$ cat config.mk
export PLATFORM = sky130hd
export DESIGN_NAME = pwm_decoder
export DESIGN_NICKNAME = d
export VERILOG_FILES = /design/src/rtl/pwm_decoder_pkg.sv /design/src/rtl/pwm_decoder_sync2.sv /design/src/rtl/pwm_decoder.sv
export SDC_FILE = /design/constraint.sdc
export NUM_CORES = 1
export LEC_CHECK = 0
export ABC_CLOCK_PERIOD_IN_PS = 5900
export BUFFER_PORTS_ARGS = -buffer_cell sky130_fd_sc_hd__buf_2
export CAP_MARGIN = 5
export CORE_ASPECT_RATIO = 1.75
export CORE_MARGIN = 8
export CORE_UTILIZATION = 44
export DETAILED_ROUTE_END_ITERATION = 7
export GPL_TIMING_DRIVEN = 0
export HOLD_SLACK_MARGIN = 0.06
export PLACE_DENSITY = 0.75
export SLEW_MARGIN = 10
export SYNTH_ARGS = -nofsm -noshare
export SYNTH_HDL_FRONTEND = slang
export SYNTH_HIERARCHICAL = 1
export SYNTH_SLANG_ARGS = --single-unit
$ cat constraint.sdc
create_clock -name clk -period 5.9 [get_ports clk]
set_clock_uncertainty 0.15 [all_clocks]
set_input_delay 1.18 -clock clk [delete_from_list [all_inputs] [get_ports clk]]
set_output_delay 1.18 -clock clk [all_outputs]
set_load 0.02 [all_outputs]
$ cat src/rtl/pwm_decoder_pkg.sv
// Shared types, widths and helpers for the PWM decoder.
package pwm_decoder_pkg;

  localparam int unsigned PWM_PERIOD = 256;
  localparam int unsigned DUTY_W     = $clog2(PWM_PERIOD);
  localparam int unsigned PER_W      = $clog2(2 * PWM_PERIOD);
  localparam int unsigned SPEED_W    = DUTY_W + 1;

  typedef enum logic [1:0] {
    WAIT_RISE = 2'd0,
    HIGH      = 2'd1,
    LOW       = 2'd2,
    WAIT_FALL = 2'd3
  } state_e;

  // Signed speed from duty and direction; contradictory direction gives zero.
  function automatic logic [SPEED_W-1:0] calc_speed(input logic [DUTY_W-1:0] d,
                                                     input logic dp,
                                                     input logic dn);
    logic [SPEED_W-1:0] mag;
    mag = SPEED_W'({1'b0, d});
    if (dp == dn) return '0;
    else if (dp)  return mag;
    else          return SPEED_W'(0) - mag;
  endfunction

endpackage

$ cat src/rtl/pwm_decoder_sync2.sv
// Two-flop synchronizer for one asynchronous input line.
module sync2 (
  input  logic clk,
  input  logic rst_n,
  input  logic d,
  output logic q
);

  logic meta;

  // Shift the asynchronous level through two flops.
  always_ff @(posedge clk) begin
    if (!rst_n) begin
      meta <= 1'b0;
      q    <= 1'b0;
    end else begin
      meta <= d;
      q    <= meta;
    end
  end

endmodule

$ cat src/rtl/pwm_decoder.sv
// PWM duty/period decoder with direction-signed speed and idle timeout.
module pwm_decoder
  import pwm_decoder_pkg::*;
#(
  parameter int unsigned TIMEOUT = 300
) (
  input  logic               clk,
  input  logic               rst_n,
  input  logic               en,
  input  logic               pwm_in,
  input  logic               dirp,
  input  logic               dirn,
  output logic               valid,
  output logic [DUTY_W-1:0]  duty,
  output logic [PER_W-1:0]   period,
  output logic [SPEED_W-1:0] speed,
  output logic               timeout,
  output logic               dir_err
);

  logic pwm_s, dirp_s, dirn_s;
  logic pwm_d, rise_q, fall_q;
  logic [1:0] settle;
  logic primed;

  state_e state, state_nx;
  logic [DUTY_W-1:0] hi_cnt, hi_nx, emit_duty;
  logic [PER_W-1:0]  per_cnt, per_nx, idle_cnt, idle_nx, emit_period;
  logic emit, emit_tmo, tmo_hit;

  sync2 u_sync_pwm  (.clk(clk), .rst_n(rst_n), .d(pwm_in), .q(pwm_s));
  sync2 u_sync_dirp (.clk(clk), .rst_n(rst_n), .d(dirp),   .q(dirp_s));
  sync2 u_sync_dirn (.clk(clk), .rst_n(rst_n), .d(dirn),   .q(dirn_s));

  // Edges are ignored until the synchronizer and delay flop hold real line
  // samples, so a line already high at reset release is not seen as a rise.
  assign primed = (settle == 2'd3);

  // Settle counter after reset.
  always_ff @(posedge clk) begin
    if (!rst_n)       settle <= 2'd0;
    else if (!primed) settle <= settle + 2'd1;
  end

  // Registered edge detect on the synchronized line; pwm_d is the aligned level.
  always_ff @(posedge clk) begin
    if (!rst_n) begin
      pwm_d  <= 1'b0;
      rise_q <= 1'b0;
      fall_q <= 1'b0;
    end else begin
      pwm_d  <= pwm_s;
      rise_q <= primed & pwm_s & ~pwm_d;
      fall_q <= primed & ~pwm_s & pwm_d;
    end
  end

  assign tmo_hit = (idle_cnt == PER_W'(TIMEOUT - 1));

  // Next-state, counter and emit decode.
  always_comb begin
    state_nx    = state;
    hi_nx       = hi_cnt;
    per_nx      = per_cnt;
    idle_nx     = idle_cnt;
    emit        = 1'b0;
    emit_tmo    = 1'b0;
    emit_duty   = hi_cnt;
    emit_period = per_cnt;

    if (!en) begin
      state_nx = WAIT_RISE;
      hi_nx    = '0;
      per_nx   = '0;
      idle_nx  = '0;
    end else begin
      idle_nx = (rise_q | fall_q) ? '0 : idle_cnt + PER_W'(1);

      case (state)
        WAIT_RISE: begin
          if (rise_q) begin
            state_nx = HIGH;
            hi_nx    = DUTY_W'(1);
            per_nx   = PER_W'(1);
          end
        end
        HIGH: begin
          per_nx = (per_cnt == '1) ? per_cnt : per_cnt + PER_W'(1);
          if (fall_q) state_nx = LOW;
          else        hi_nx = (hi_cnt == '1) ? hi_cnt : hi_cnt + DUTY_W'(1);
        end
        LOW: begin
          if (rise_q) begin
            emit     = 1'b1;
            state_nx = HIGH;
            hi_nx    = DUTY_W'(1);
            per_nx   = PER_W'(1);
          end else begin
            per_nx = (per_cnt == '1) ? per_cnt : per_cnt + PER_W'(1);
          end
        end
        WAIT_FALL: begin
          if (fall_q) state_nx = WAIT_RISE;
        end
        default: state_nx = WAIT_RISE;
      endcase

      // Any edge restarts the idle window, so it also wins over a timeout.
      if (tmo_hit && !(rise_q || fall_q)) begin
        emit        = 1'b1;
        emit_tmo    = 1'b1;
        emit_duty   = pwm_d ? '1 : '0;
        emit_period = '0;
        state_nx    = pwm_d ? WAIT_FALL : WAIT_RISE;
        hi_nx       = '0;
        per_nx      = '0;
        idle_nx     = '0;
      end

      if (state_nx != state) idle_nx = '0;
    end
  end

  // FSM state and counters.
  always_ff @(posedge clk) begin
    if (!rst_n) begin
      state    <= WAIT_RISE;
      hi_cnt   <= '0;
      per_cnt  <= '0;
      idle_cnt <= '0;
    end else begin
      state    <= state_nx;
      hi_cnt   <= hi_nx;
      per_cnt  <= per_nx;
      idle_cnt <= idle_nx;
    end
  end

  // Measurement outputs; held between emissions.
  always_ff @(posedge clk) begin
    if (!rst_n) begin
      valid   <= 1'b0;
      duty    <= '0;
      period  <= '0;
      speed   <= '0;
      timeout <= 1'b0;
      dir_err <= 1'b0;
    end else begin
      valid <= emit;
      if (emit) begin
        duty    <= emit_duty;
        period  <= emit_period;
        timeout <= emit_tmo;
        dir_err <= (dirp_s == dirn_s);
        speed   <= calc_speed(emit_duty, dirp_s, dirn_s);
      end
    end
  end

endmodule

==> flow_summary.ini, run 1 <==
[worst_setup_path]
worst_setup_path_start_kind = flop
endpoint_kind = flop
arrival_ps = 3570
crit_chain = ha_1 > and4b_1 > clkbuf_2 > nand4_1 > buf_2 > buf_2 > a21oi_1 > ha_1 > inv_1 > o21ai_0 > o21ai_0 > a211oi_1 > a32o_1
critPathRequiredTime_ps = 6020
slowest_stage = dfxtp_1
path_class = flop to flop
critical_path.max_stage_delay_ps = 410
r2r_slack_ps = 2440
cp_max_fo = 10

[layout]
synthToLayoutAreaGrowth_pct = 19.1
diodes = 0
multiInputGateArea_sq_um = 1790
final_cells = 540
regArea_sq_um = 1360
layout-drive-gt1-share_pct = 15.3
fin_area_sq_um = 3930
fill_cells = 690
fin_nets = 462
final_core_util_pct = 53.0

[cts]
root_buffer = clkbuf_16
path_clk_slew_ps = 60
tritoncts = yes
numCtsBuffers = 9
clock_sinks = 68
htree_num_levels = 3
clock_latency_ps = 330
cts_buffer_depth = 2
post_cts_buffers = 0
cts_hold_buf = 0
cts.repair.resized = 0

[floorplanning]
die_h_um = 131
initial_core_util_pct = 44.5
ioPinCount = 35
fp.dieW_um = 81.4
core-area_sq_um = 7410
rows = 42
fp.dieArea_sq_um = 10600

[sta]
fin_crit_sh_pct = 58.6
setup_violations = 0
hold_viol_final = 0
relSlewSlack_pct = 47.9
setup_ws_ps = 2440
final.setup.tns_ps = 0
clock.fmax_mhz = 289
whs_ps = 271
rsz0062_at_grt = false
min_period_ps = 3460
worst_slew_pin_slew_ps = 778
slew_viol_final = 0

[placement]
gp_congestion = 0.872
port_buffers = 34
hpwlAfterDp_um = 5850
placed_cell_area_sq_um = 3580
dp.cells = 524
place_worst_setup_slack_ps = 2430

[route]
wire_per_inst_um = 15.3
drt_iter0_markers = 302
vias_per_cell = 5.76
vias = 3113
detail-route-antenna-nets = 0
route.detailed.drc = 0
drt_wl_total_um = 8260
first_pass_iters = 5

[synth]
synth-edff-count = 0
syn_inst = 402
syn_avg_cell_area_sq_um = 8.20
synth.area.top_cells = dfxtp_1 41%, nand2_1 6.8%, nor2_1 5.0%
yosysWarnings = 6
synthArstFlopShare_pct = 0
synth_seq_area_share_pct = 41.3
yosysUniqueCellTypes = 57
synth.cell_area_sq_um = 3300
yosysMostFrequentCell = dfxtp_1
synth.net_count = 417
synth_top_area_share_pct = 41.3
synthFlopType = dfxtp_1
netlist_top_cells_count = 68 x dfxtp_1, 60 x nand2_1, 44 x nor2_1
ys_seq_elements = 68
synth_top_area_cell = dfxtp_1

[power_and_ir_drop]
power.density_nw_per_um2 = 285
ir_worst_vdd_mv = 0.176
leakage_nw = 1.61
power.total_mw = 1.12

[run]
drv_cap = 0

[status]
status = complete, no violations

[global_route]
grt_overflow_total = 0
grt_max_degree = 13
antenna_found_initial = 0
grt_pass1_vias = 2939
grtUsageTotal_pct = 15.5
grt_pass1_wl_um = 13100

[hold_path]
hold_path.class = flop to flop
[logic make-up after synthesis]
kind of cell,synth area share (%)
AND/OR/NAND/NOR,24.8
AO/OA/AOI/OAI,19.9
flip-flops,41.3
buffers and inverters,4.52
XOR/XNOR,4.48
adder cells (fa/ha/maj),3.42
multiplexers,1.63
[worst max-delay path: cells and delay by family, from the launching register on]
family	cells	cell delay, ps
and+or+nand+nor	2	520
DFF	1	410
adders and majority gates	2	530
AOI/OAI and AO/OA	5	980
buffers and inverters	4	800
[power by group]
part | internal, mW | leakage, nW | total [mW] | switching, mW
combinational | 0.0113 | 0.894 | 0.0318 | 0.0205
clock | 0.424 | 0.169 | 0.618 | 0.195
sequential | 0.466 | 0.550 | 0.470 | 0.00424
[sequential cells by signal (all words and copies together), names as in the netlist, 2 cells and up]
signal and cells:
hi_cnt 8, duty 8, per_cnt 9, settle 2
speed 9, period 9, state 2, idle_cnt 9
[path summary, 6_finish.rpt]
| kind | startpoint | depth (start not counted) | to |
|---|---|---|---|
| min | u_sync_pwm/meta | 1 | u_sync_pwm/q |
| max | idle_cnt[0] | 13 | speed[4] |
| min reg2reg | u_sync_pwm/meta | 1 | u_sync_pwm/q |
| max reg2reg | idle_cnt[0] | 13 | speed[4] |
[per-layer routing]
metal | vias up | global-route usage (%) | wire length (um)
met4 | 0 | 7.41 | 165
met3 | 16 | 3.36 | 499
met1 | 1476 | 16.6 | 3280
li1 | 1510 | - | -
met5 | - | 0 | 0
met2 | 111 | 27.6 | 4310
[cell usage in the layout, fill, tap and decap left out, types with 5 or more instances in the layout]
master,count
nand2_1,60
nor2_1,44
nand4_1,5
nor3_1,7
nand3_1,13
o21ai_0,16
ha_1,9
a31oi_1,10
a21oi_1,26
dfxtp_1,68
and2_1,8
clkbuf_1,13
clkbuf_16,9
xor2_1,6
buf_2,41
a22oi_1,8
inv_1,12
and3_1,10
xnor2_1,9
a32o_1,7
[layout make-up]
| class | count | share of cell area [%] |
|---|---|---|
| buffer | 25 | 2.64 |
| clock buffer | 10 | 6.08 |
| clock inverter | 6 | 2.84 |
| inverter | 12 | 1.15 |
| multi-input combinational | 297 | 45.5 |
| sequential | 68 | 34.7 |
| tap | 88 | 2.80 |
| timing repair buffer | 34 | 4.33 |
No activity file was read; power rests on OpenSTA's default activity.
==> run 2: changes to the inputs <==
--- a/config.mk
+++ b/config.mk
@@ -5,7 +5,8 @@
 export SDC_FILE = /design/constraint.sdc
 export NUM_CORES = 1
 export LEC_CHECK = 0
-export ABC_CLOCK_PERIOD_IN_PS = 5900
+export ABC_AREA = 1
+export ABC_CLOCK_PERIOD_IN_PS = 3000
 export BUFFER_PORTS_ARGS = -buffer_cell sky130_fd_sc_hd__buf_2
 export CAP_MARGIN = 5
 export CORE_ASPECT_RATIO = 1.75
@@ -14,7 +15,7 @@
 export DETAILED_ROUTE_END_ITERATION = 7
 export GPL_TIMING_DRIVEN = 0
 export HOLD_SLACK_MARGIN = 0.06
-export PLACE_DENSITY = 0.75
+export PLACE_DENSITY = 0.77
 export SLEW_MARGIN = 10
 export SYNTH_ARGS = -nofsm -noshare
 export SYNTH_HDL_FRONTEND = slang
==> constraint.sdc (replaced) <==
create_clock -name clk -period 3 [get_ports clk]
set_clock_uncertainty 0.15 [all_clocks]
set_input_delay 0.6 -clock clk [delete_from_list [all_inputs] [get_ports clk]]
set_output_delay 0.6 -clock clk [all_outputs]
set_load 0.02 [all_outputs]
==> run 2 against run 1 <==
Against the previous run:
- synthesized cell count up 7.0%
- die area down 2.6%
- largest cell class unchanged
- clock-buffer cell count up 2
==> flow_summary.ini, run 2 <==
[synth]
yosysUniqueCellTypes = 34
yosysWarnings = 6
ys_seq_elements = 68
synth.cell_area_sq_um = 3200
yosysMostFrequentCell = nand2_1
synth_top_area_cell = dfxtp_1
synth_seq_area_share_pct = 42.6
syn_inst = 430
netlist_top_cells_count = 103 x nand2_1, 68 x dfxtp_1, 55 x inv_1
syn_avg_cell_area_sq_um = 7.43
synthArstFlopShare_pct = 0
synth_top_area_share_pct = 42.6
synth.net_count = 445
synth-edff-count = 0
synthFlopType = dfxtp_1
synth.area.top_cells = dfxtp_1 43%, nand2_1 12%, inv_1 6.5%

[cts]
htree_num_levels = 3
numCtsBuffers = 9
cts_hold_buf = 0
clock_sinks = 68
path_clk_slew_ps = 50
cts.repair.resized = 0
tritoncts = yes
clock_latency_ps = 340
post_cts_buffers = 0
cts_buffer_depth = 2
root_buffer = clkbuf_16

[route]
drt_wl_total_um = 7340
first_pass_iters = 5
drt_iter0_markers = 148
route.detailed.drc = 0
vias = 2907
vias_per_cell = 5.14
detail-route-antenna-nets = 0
wire_per_inst_um = 13.0

[sta]
worst_slew_pin_slew_ps = 651
fin_crit_sh_pct = 80.4
relSlewSlack_pct = 56.2
whs_ps = 259
slew_viol_final = 0
final.setup.tns_ps = 0
rsz0062_at_grt = false
hold_viol_final = 0
clock.fmax_mhz = 415
min_period_ps = 2410
setup_violations = 0

[power_and_ir_drop]
leakage_nw = 1.70
power.density_nw_per_um2 = 576
pwr-share-seq_pct = 41.9
p_switching_uw = 419
ir_worst_vdd_mv = 0.317
p_clk_share_pct = 55.9
combPwrFrac_pct = 2.2
swShare_pct = 19.0
internal_power_mw = 1.78

[worst_setup_path]
endpoint_kind = flop
path_class = flop to flop
crit_path_start = idle_cnt[0]
cp_max_fo = 10
critPathRequiredTime_ps = 3070
r2r_start = idle_cnt[0]
arrival_ps = 2480
worst_setup_path_start_kind = flop

[layout]
fill_cells = 676
final_common_cell = nand2_1
diodes = 0
fin_nets = 490
final_cell_mix = 103 x nand2_1, 68 x dfxtp_1, 55 x inv_1, 36 x buf_2, 35 x a21oi_1
layout-drive-gt1-share_pct = 16.7
synthToLayoutAreaGrowth_pct = 19.7

[placement]
gp_congestion = 0.899
port_buffers = 34
hpwlAfterDp_um = 5560

[hold_path]
hold_path.class = flop to flop
hold_start = u_sync_pwm/meta

[status]
status = complete, no violations

[global_route]
antenna_found_initial = 0
grt_max_degree = 12
grt_pass1_wl_um = 12400
grt_pass1_vias = 2928
grt_overflow_total = 0
grtUsageTotal_pct = 15.2

[floorplanning]
initial_core_util_pct = 44.8
fp.dieArea_sq_um = 10400
ioPinCount = 35
fp.dieW_um = 80.4
rows = 41
die_h_um = 129
core-area_sq_um = 7130

[run]
drv_cap = 0
[run 2: through the flow]
step	setup WS, ps	instances	total power, mW	util, %	instance area [sq um]
global route	333	566	2.27	53.6	3820
finish	588	566	2.20	53.6	3820
floorplan	941	430	0.972	-	3200
global placement	654	550	0.987	48.7	3470
detailed placement	602	550	0.991	48.7	3470
CTS	575	566	2.23	53.6	3820
[run 2: worst max-delay path, stage by stage, from the launching register on]
cell,delay [ps]
dfxtp_1,350
ha_1,210
nand2_1,100
nor2_1,90
nand4_1,160
buf_6,190
nand2_1,90
nand2_1,60
inv_1,120
ha_1,210
nand2_2,80
nor2_4,120
inv_1,70
o211ai_1,200
nand2_1,70
[run 2: worst paths after layout]
kind | end | slack (ps) | cells after the start
hold / removal | u_sync_pwm/q | 260 | 2
hold reg to reg | u_sync_pwm/q | 260 | 2
setup / recovery | speed[8] | 590 | 14
setup reg to reg | speed[8] | 590 | 14
[run 2: per-layer routing]
metal | routed length, um | share of wire, % | vias up | GRT usage [%]
met5 | 0 | 0 | - | 0
met4 | 231 | 3.1 | 0 | 9.16
met3 | 289 | 3.9 | 17 | 4.33
met2 | 4060 | 55 | 51 | 28.3
li1 | - | - | 1493 | -
met1 | 2760 | 38 | 1346 | 13.8
[run 2: area by class of cell]
cell class                      instances  area (sq um)  share of cell area [%]
Inverter                               58           218                    5.69
Tap cell                               86           108                    2.81
Sequential cell                        68          1360                    35.6
Buffer                                  9          62.6                    1.64
Timing Repair Buffer                   34           170                    4.45
Multi-Input combinational cell        295          1550                    40.6
Clock buffer                           12           256                    6.71
Clock inverter                          4          95.1                    2.49
[run 2: cell families (layout without fill, tap and decap cells)]
kind of cell,count (synthesis),count (layout),synth area share (%)
AND/OR/NAND/NOR,204,204,29.4
AO/OA/AOI/OAI,69,69,11.9
flip-flops,68,68,42.6
buffers and inverters,67,117,8.77
XOR/XNOR,13,13,3.80
adder cells (fa/ha/maj),9,9,3.52
[run 2: power by group through the flow]
stage / Sequential [mW] / Clock, mW / Combinational [mW]
after floorplan: 0.939 / 0 / 0.0326
after global placement: 0.941 / 0 / 0.0468
after detailed placement: 0.941 / 0 / 0.0496
after CTS: 0.922 / 1.26 / 0.0499
after global routing: 0.923 / 1.29 / 0.0562
final: 0.922 / 1.23 / 0.0492
==> run 3: changes to the inputs <==
--- a/config.mk
+++ b/config.mk
@@ -6,7 +6,7 @@
 export NUM_CORES = 1
 export LEC_CHECK = 0
 export ABC_AREA = 1
-export ABC_CLOCK_PERIOD_IN_PS = 3000
+export ABC_CLOCK_PERIOD_IN_PS = 2000
 export BUFFER_PORTS_ARGS = -buffer_cell sky130_fd_sc_hd__buf_2
 export CAP_MARGIN = 5
 export CORE_ASPECT_RATIO = 1.75
==> constraint.sdc (replaced) <==
create_clock -name clk -period 2 [get_ports clk]
set_clock_uncertainty 0.15 [all_clocks]
set_input_delay 0.4 -clock clk [delete_from_list [all_inputs] [get_ports clk]]
set_output_delay 0.4 -clock clk [all_outputs]
set_load 0.02 [all_outputs]
==> run 3 against run 2 <==
Against the previous run:
- power up 36%
- final area up 7.9%
- wire length increased by 5.0%
- the flow now finishes with violations (negative setup slack)
==> flow_summary.ini, run 3 (same netlist as run 2, synthesis figures left out) <==
[hold_path]
hold_path.class = primary input to flop
hold_depth = 3

[power_and_ir_drop]
power.total_mw = 3.01
leakage_nw = 1.78
power.density_nw_per_um2 = 728
ir_worst_vdd_mv = 0.478

[layout]
fill_cells = 598
fin_nets = 510
final_cell_mix = 87 x nand2_1, 61 x dfxtp_1, 46 x inv_1, 34 x buf_2, 33 x a21oi_1
synthToLayoutAreaGrowth_pct = 29.1
layout-drive-gt1-share_pct = 28.5
final_cells = 585
diodes = 0
final_common_cell = nand2_1

[worst_setup_path]
endpoint_kind = flop
arrival_ps = 2190
critPathRequiredTime_ps = 2070
path_class = flop to flop
reg2regPathDepth = 12
worst_setup_path_start_kind = flop
cp_max_fo = 7

[placement]
gp_congestion = 0.902
port_buffers = 34
hpwlAfterDp_um = 5420
place_worst_setup_slack_ps = -291
dp.cells = 550

[global_route]
grt_max_degree = 12
grt_overflow_total = 0
grt_pass1_vias = 3013
grtUsageTotal_pct = 15.5
antenna_found_initial = 0
grt_pass1_wl_um = 12900

[route]
vias = 2960
drt_iter0_markers = 163
drt_wl_total_um = 7710
vias_per_cell = 5.06
wire_per_inst_um = 13.2
first_pass_iters = 4
detail-route-antenna-nets = 0
route.detailed.drc = 0

[cts]
htree_num_levels = 3
clock_sinks = 68
tritoncts = yes
path_clk_slew_ps = 50
root_buffer = clkbuf_16
cts_hold_buf = 0
cts_buffer_depth = 2
numCtsBuffers = 9
clock_latency_ps = 330

[sta]
whs_ps = 102
worst_slew_pin_slew_ps = 581
min_period_ps = 2130
slew_viol_final = 0
fin_crit_sh_pct = 106
hold_viol_final = 0
relSlewSlack_pct = 60.9
setup_violations = 6
setup_ws_ps = -128
clock.fmax_mhz = 470
rsz0062_at_grt = true

[run]
drv_cap = 0

[floorplanning]
fp.dieArea_sq_um = 10400
rows = 41
core-area_sq_um = 7130
fp.dieW_um = 80.4
die_h_um = 129
initial_core_util_pct = 44.8
ioPinCount = 35

[status]
status = finished, violations left
violations = negative setup slack
==> run 3: final timing paths <==
kind / startpoint / endpoint / slack [ps]
hold reg to reg: u_sync_pwm/meta / u_sync_pwm/q / 260
hold / removal: pwm_in / u_sync_pwm/meta / 100
setup reg to reg: idle_cnt[1] / speed[8] / -130
setup / recovery: idle_cnt[1] / speed[8] / -130
==> run 3: worst max-delay path, stage by stage (launching register included) <==
cell and delay (ps):
dfxtp_2 350, ha_4 160, nand2_2 60, nor2_1 90, nand4_1 170, buf_6 190
buf_6 150, nand2_2 70, nand2_2 60, inv_2 80, nand4_1 160, o211ai_1 240
nand2_1 70
==> run 3: layer usage <==
layer  global-route usage, %  vias up  wire [um]
met5                       0        -          0
met3                    4.19       24        368
met1                    14.1     1340       2830
met4                    9.48        0        280
met2                    28.9       66       4230
li1                        -     1530          -
==> run 3: layout make-up <==
cell class                 instances  area [sq um]  area share [%]
timing repair buffer              54           324            7.85
inverter                          58           220            5.34
clock buffer                      13           250            6.06
buffer                             9          67.6            1.64
tap                               86           108            2.61
sequential                        68          1380            33.3
clock inverter                     2          35.0           0.849
multi-input combinational        295          1750            42.3
==> run 3: repair_timing <==
item	CTS	global route
setup endpoints to repair	38	33
endpoints found under the hold margin	0	0
gates resized for setup	36	26
setup buffers	17	4
pin swaps	17	8
==> run 3: metrics by stage <==
step           area, sq um  TNS, ps  util (%)
2_1_floorplan         3210    -6.11         -
4_1_cts               4000    -78.7      56.1
6_report              4130     -397      57.9
5_1_grt               4130    -1470      57.9
3_5_place_dp          3480    -4010      48.9
3_3_place_gp          3480    -2490      48.9
==> run 3: power by group <==
group	switching, mW	leakage (nW)	total, mW	internal (mW)
logic	0.0536	1.09	0.0796	0.0259
clock network	0.553	0.140	1.54	0.991
registers	0.0119	0.554	1.38	1.37
total	0.619	1.78	3.01	2.39
